[config.mk]
export PLATFORM = sky130hd
export DESIGN_NAME = multicycle_control
export DESIGN_NICKNAME = d
export VERILOG_FILES = /design/src/rtl/multicycle_control.sv
export SDC_FILE = /design/constraint.sdc
export NUM_CORES = 1
export LEC_CHECK = 0
export BUFFER_PORTS_ARGS = -buffer_cell sky130_fd_sc_hd__buf_4
export CORE_UTILIZATION = 25
export DETAILED_ROUTE_END_ITERATION = 8
export GPL_TIMING_DRIVEN = 1
export MAX_ROUTING_LAYER = met4
export PLACE_DENSITY_LB_ADDON = 0.1
export SYNTH_ARGS = -nofsm -noshare
export SYNTH_HDL_FRONTEND = slang
export SYNTH_SLANG_ARGS = --single-unit
[constraint.sdc]
create_clock -name clk -period 1.2 [get_ports clk]
set_input_delay 0.06 -clock clk [delete_from_list [all_inputs] [get_ports clk]]
set_output_delay 0.06 -clock clk [all_outputs]
set_load 0.01 [all_outputs]
[src/rtl/multicycle_control.sv]
// Multicycle processor control unit: an eight-state FSM whose Moore outputs
// drive the datapath, with optional wait-for-memory handshake in FETCH and MEM.
module multicycle_control #(
  parameter int ALUOP_WIDTH = 5,
  parameter bit MEM_WAIT    = 1'b1
) (
  input  logic                   clk,
  input  logic                   reset,
  input  logic [5:0]             OP,
  input  logic                   mem_ready,
  output logic                   PCWrite,
  output logic                   IRWrite,
  output logic                   IorD,
  output logic                   RegDst,
  output logic                   ALUSrcA,
  output logic                   MemtoReg,
  output logic                   RegWrite,
  output logic                   MemRead,
  output logic                   MemWrite,
  output logic [1:0]             ALUSrcB,
  output logic                   BranchEQ,
  output logic                   BranchNE,
  output logic                   Jump,
  output logic [ALUOP_WIDTH-1:0] ALUOp,
  output logic                   retire,
  output logic                   illegal
);

  typedef enum logic [2:0] {
    S_IDLE, S_FETCH, S_DECODE, S_EXEC, S_MEM, S_WB, S_BRANCH, S_JUMP
  } state_t;

  localparam logic [5:0] OP_RTYPE = 6'h00, OP_J    = 6'h02, OP_BEQ = 6'h04,
                         OP_BNE   = 6'h05, OP_ADDI = 6'h08, OP_ANDI = 6'h0c,
                         OP_ORI   = 6'h0d, OP_LUI  = 6'h0f, OP_LW  = 6'h23,
                         OP_SW    = 6'h2b;

  state_t     r_state;
  logic       w_mem_done;
  logic       w_exec_op;
  logic       w_branch_op;
  logic [3:0] w_aluop;

  function automatic logic [3:0] exec_aluop(input logic [5:0] op);
    case (op)
      OP_RTYPE: exec_aluop = 4'd7;
      OP_ADDI:  exec_aluop = 4'd1;
      OP_ANDI:  exec_aluop = 4'd2;
      OP_ORI:   exec_aluop = 4'd3;
      OP_LUI:   exec_aluop = 4'd4;
      OP_LW:    exec_aluop = 4'd5;
      OP_SW:    exec_aluop = 4'd6;
      default:  exec_aluop = 4'd0;
    endcase
  endfunction

  // With MEM_WAIT=0 every memory access is taken to finish in one cycle.
  assign w_mem_done  = mem_ready || (MEM_WAIT == 1'b0);
  assign w_exec_op   = (OP == OP_RTYPE) || (OP == OP_ADDI) || (OP == OP_ANDI) ||
                       (OP == OP_ORI) || (OP == OP_LUI) || (OP == OP_LW) ||
                       (OP == OP_SW);
  assign w_branch_op = (OP == OP_BEQ) || (OP == OP_BNE);

  always_ff @(posedge clk or negedge reset) begin
    if (!reset) begin
      r_state <= S_IDLE;
    end else begin
      case (r_state)
        S_IDLE:   r_state <= S_FETCH;
        S_FETCH:  if (w_mem_done) r_state <= S_DECODE;
        S_DECODE: begin
          if (w_exec_op)        r_state <= S_EXEC;
          else if (w_branch_op) r_state <= S_BRANCH;
          else if (OP == OP_J)  r_state <= S_JUMP;
          else                  r_state <= S_FETCH;
        end
        S_EXEC:   r_state <= ((OP == OP_LW) || (OP == OP_SW)) ? S_MEM : S_WB;
        S_MEM:    if (w_mem_done) r_state <= (OP == OP_LW) ? S_WB : S_FETCH;
        default:  r_state <= S_FETCH;
      endcase
    end
  end

  always_comb begin
    PCWrite  = 1'b0;
    IRWrite  = 1'b0;
    IorD     = 1'b0;
    RegDst   = 1'b0;
    ALUSrcA  = 1'b0;
    MemtoReg = 1'b0;
    RegWrite = 1'b0;
    MemRead  = 1'b0;
    MemWrite = 1'b0;
    ALUSrcB  = 2'd0;
    BranchEQ = 1'b0;
    BranchNE = 1'b0;
    Jump     = 1'b0;
    retire   = 1'b0;
    illegal  = 1'b0;
    w_aluop  = 4'd0;
    case (r_state)
      S_FETCH: begin
        MemRead = 1'b1;
        ALUSrcB = 2'd1;
        w_aluop = 4'd1;
        IRWrite = w_mem_done;
        PCWrite = w_mem_done;
      end
      S_DECODE: begin
        ALUSrcB = 2'd3;
        w_aluop = 4'd1;
        illegal = !(w_exec_op || w_branch_op || (OP == OP_J));
      end
      S_EXEC: begin
        ALUSrcA = 1'b1;
        ALUSrcB = (OP == OP_RTYPE) ? 2'd0 : 2'd2;
        w_aluop = exec_aluop(OP);
      end
      S_MEM: begin
        IorD     = 1'b1;
        MemRead  = (OP == OP_LW);
        MemWrite = (OP == OP_SW);
        retire   = (OP == OP_SW) && w_mem_done;
      end
      S_WB: begin
        RegWrite = 1'b1;
        RegDst   = (OP == OP_RTYPE);
        MemtoReg = (OP == OP_LW);
        retire   = 1'b1;
      end
      S_BRANCH: begin
        ALUSrcA  = 1'b1;
        w_aluop  = (OP == OP_BEQ) ? 4'd9 : 4'd8;
        BranchEQ = (OP == OP_BEQ);
        BranchNE = (OP == OP_BNE);
        retire   = 1'b1;
      end
      S_JUMP: begin
        Jump    = 1'b1;
        PCWrite = 1'b1;
        retire  = 1'b1;
      end
      default: ;
    endcase
    ALUOp = ALUOP_WIDTH'(w_aluop);
  end

endmodule

==> results.json <==
{
  "tns_ns": -3.32,
  "setup_ws_ns": -0.291,
  "power_w": 0.00241,
  "top_register": "r_state",
  "violations": "negative setup slack",
  "final.setup_skew_ns": 0.00186,
  "ios": 30,
  "grtUsageTotal_pct": 17.3,
  "period_minus_slack_ns": 1.49,
  "crit_fanout": 4,
  "fin_nets": 143,
  "synthAdderAreaFrac_pct": 0,
  "overflow": 0,
  "die_area_sq_mm": 0.00269,
  "min_from": "mem_ready",
  "reg_top3": "r_state: 3 flops",
  "cts_tree": "done",
  "sw_frac_of_total_pct": 40.6,
  "die_height_microns": 51.9,
  "antenna_cells": 0,
  "synth-compound-area-share_pct": 21.9,
  "gp_congestion": 0.817,
  "switchingPower_w": 0.000980,
  "synth_top_family_by_area": "simple AND/OR/NAND/NOR gates",
  "critPathKind": "reg2out",
  "met2_usage_pct": 29.1,
  "synth-seq-area-share_pct": 12.1,
  "p_int_w": 0.00143,
  "worstSetupStartpointType": "register",
  "end_kind": "output port",
  "holdPathStages": 3,
  "ys_warn_count": 0,
  "r2r-end": "r_state[2]",
  "synth_nets": 96,
  "vdd.ir_drop.worst_v": 0.00124,
  "grt_pass1_vias": 752,
  "clkPwrFrac_pct": 7.3,
  "drcViolationCount": 0,
  "dr_total_vias": 816,
  "dpl.hpwl_microns": 1490,
  "final_layout_size_suffix_gt1_share_pct": 65.4,
  "min_path_type": "in2reg",
  "hold_path_end": "r_state[2]",
  "status": "finished, violations left",
  "largest_reg_flops": 3,
  "synthDistinctLibCells": 42,
  "syn_inst": 87,
  "core_sq_mm": 0.00228,
  "syn_to_final_growth_pct": 95.4,
  "h-tree-depth": 1,
  "clk_latency_ns": 0.23,
  "wl_microns": 2150,
  "n_fill_cell": 236,
  "wire_per_inst_microns": 13.3,
  "setup_violations": 22,
  "ant_nets": 0,
  "r2r_start": "r_state[1]",
  "die_w_microns": 51.9,
  "numPortBuffers": 28,
  "synthMuxAreaShare_pct": 1.61,
  "clock_sinks": 3,
  "synth-simple-area-share_pct": 50.9,
  "finalHoldViolCount": 0,
  "drtPass1Iterations": 2,
  "top_usage_layer": "met2",
  "ys_ff_latch": 3,
  "use_met3_pct": 2.63,
  "p_leak_nw": 0.554,
  "cap_violations": 0,
  "cts_buffer_depth": 2,
  "mostFrequentLayoutCells": "buf_4 (33), buf_6 (16), nand2_1 (6), nor2_1 (6)",
  "layout_commonest_cell": "buf_4",
  "met1_usage_pct": 21.7,
  "holdWs_ns": 0.131,
  "rsz0062_at_grt": "yes",
  "slew_violations": 0,
  "synthXorXnorAreaFrac_pct": 1.41,
  "syn-cell-area_sq_um": 622,
  "syn-mean-instance-area_sq_um": 7.15,
  "power.density_mw_per_mm2": 1980,
  "arrival_ns": 1.43,
  "cts_buffers": 3,
  "antenna_found_initial": 0,
  "r2r_slack_ns": -0.03,
  "pwr-share-comb_pct": 82.0,
  "vias_per_cell": 5.07,
  "grt_max_degree": 14,
  "required_ns": 1.14,
  "drt_iter0_markers": 9,
  "fin_crit_sh_pct": 124,
  "cts-root-buf": "clkbuf_4",
  "initial_core_util_pct": 27.3,
  "num_rows": 17,
  "p_seq_share_pct": 10.7,
  "fmax_mhz": 671,
  "grt_pass1_wl_microns": 3400,
  "r2r.worst_path.cells": 6,
  "clkTransAtPathRegs_ns": 0.03
}
-- worst max-delay path: stages (launching register included) --
cell	delay, ns
dfrtp_2	0.43
nand2b_4	0.15
nand3b_4	0.14
nor2_4	0.04
a221o_1	0.31
buf_6	0.13
-- stage by stage --
stage               cells  setup slack [ns]  utilization, %  area (sq um)
floorplan              87           0.00800               -           622
global placement      149           -0.0624            40.1           912
detailed placement    149           -0.0830            40.1           912
CTS                   159            -0.277            48.6          1110
finish                161            -0.291            53.4          1210
global route          161            -0.338            53.4          1210
-- per-layer routing --
metal	share of wire, %	vias to the layer above
met5	0	-
met4	0.33	0
met3	3.4	2
met2	52	23
met1	45	394
li1	-	397
-- cells by family (layout without fill, tap and decap cells) --
group | count (synthesis) | count (layout)
xor+xnor | 1 | 1
mux | 1 | 1
buf+inv | 11 | 57
flops | 3 | 3
simple gates | 51 | 51
compound gates | 19 | 19
other cells | 1 | 1
-- area by class of cell --
| type | count | area [sq um] | share of cell area, % |
|---|---|---|---|
| multi-input combinational | 73 | 626 | 51.5 |
| timing repair buffer | 50 | 438 | 36.0 |
| sequential | 3 | 78.8 | 6.49 |
| tap | 28 | 35.0 | 2.88 |
| clock buffer | 4 | 26.3 | 2.16 |
| inverter | 3 | 11.3 | 0.927 |
-- cells in the mapped netlist (all sizes together) --
master | count | share of area [%]
nor2 | 13 | 9.5
buf | 8 | 9.7
nand2b | 8 | 9.3
nand2 | 7 | 4.2
and3 | 4 | 4.0
nand3 | 4 | 4.0
o21ai | 4 | 3.2
a31oi | 3 | 3.0
dfrtp | 3 | 12
inv | 3 | 1.8
nor2b | 3 | 3.0
nor3 | 3 | 3.2
a21boi | 2 | 2.4
a21oi | 2 | 1.6
o31ai | 2 | 2.4
a211oi | 1 | 2.0
a21bo | 1 | 1.6
a21o | 1 | 1.2
a221o | 1 | 1.6
and2 | 1 | 1.0
and4b | 1 | 1.6
and4bb | 1 | 2.0
conb | 1 | 0.60
mux2i | 1 | 1.6
nand3b | 1 | 1.8
nand4 | 1 | 1.0
nor4 | 1 | 2.0
nor4b | 1 | 1.4
o221ai | 1 | 1.4
o2bb2ai | 1 | 1.4
or2 | 1 | 1.0
or3 | 1 | 1.8
xnor2 | 1 | 1.4
-- power by group through the flow --
stage / combinational [W] / clock (W) / sequential, W
floorplan: 0.000701 / 0 / 0.000177
global placement: 0.00133 / 0 / 0.000223
detailed placement: 0.00133 / 0 / 0.000224
CTS: 0.00174 / 0.000185 / 0.000258
global route: 0.00210 / 0.000194 / 0.000272
finish: 0.00198 / 0.000176 / 0.000259
-- how the worst max path moves through the flow --
stage          startpoint  endpoint  slack, ns  cells after the start
2_1_floorplan  r_state[2]  ALUOp[0]      0.008                      5
3_3_place_gp   r_state[1]  ALUOp[0]      -0.06                      5
3_5_place_dp   r_state[1]  ALUOp[0]      -0.08                      5
4_1_cts        r_state[2]  ALUOp[0]      -0.28                      5
5_1_grt        r_state[2]  ALUOp[0]      -0.34                      5
6_report       r_state[2]  ALUOp[0]      -0.29                      5
-- timing repair --
| action | in CTS | in global routing |
|---|---|---|
| resized for setup | 31 | 20 |
| hold endpoints to repair | 3 | 0 |
| hold buffers | 1 | 0 |
| pin swaps | 9 | 4 |
| setup endpoints to repair | 20 | 22 |
| setup buffers | 5 | 2 |
(Power assumes the default switching activity.)
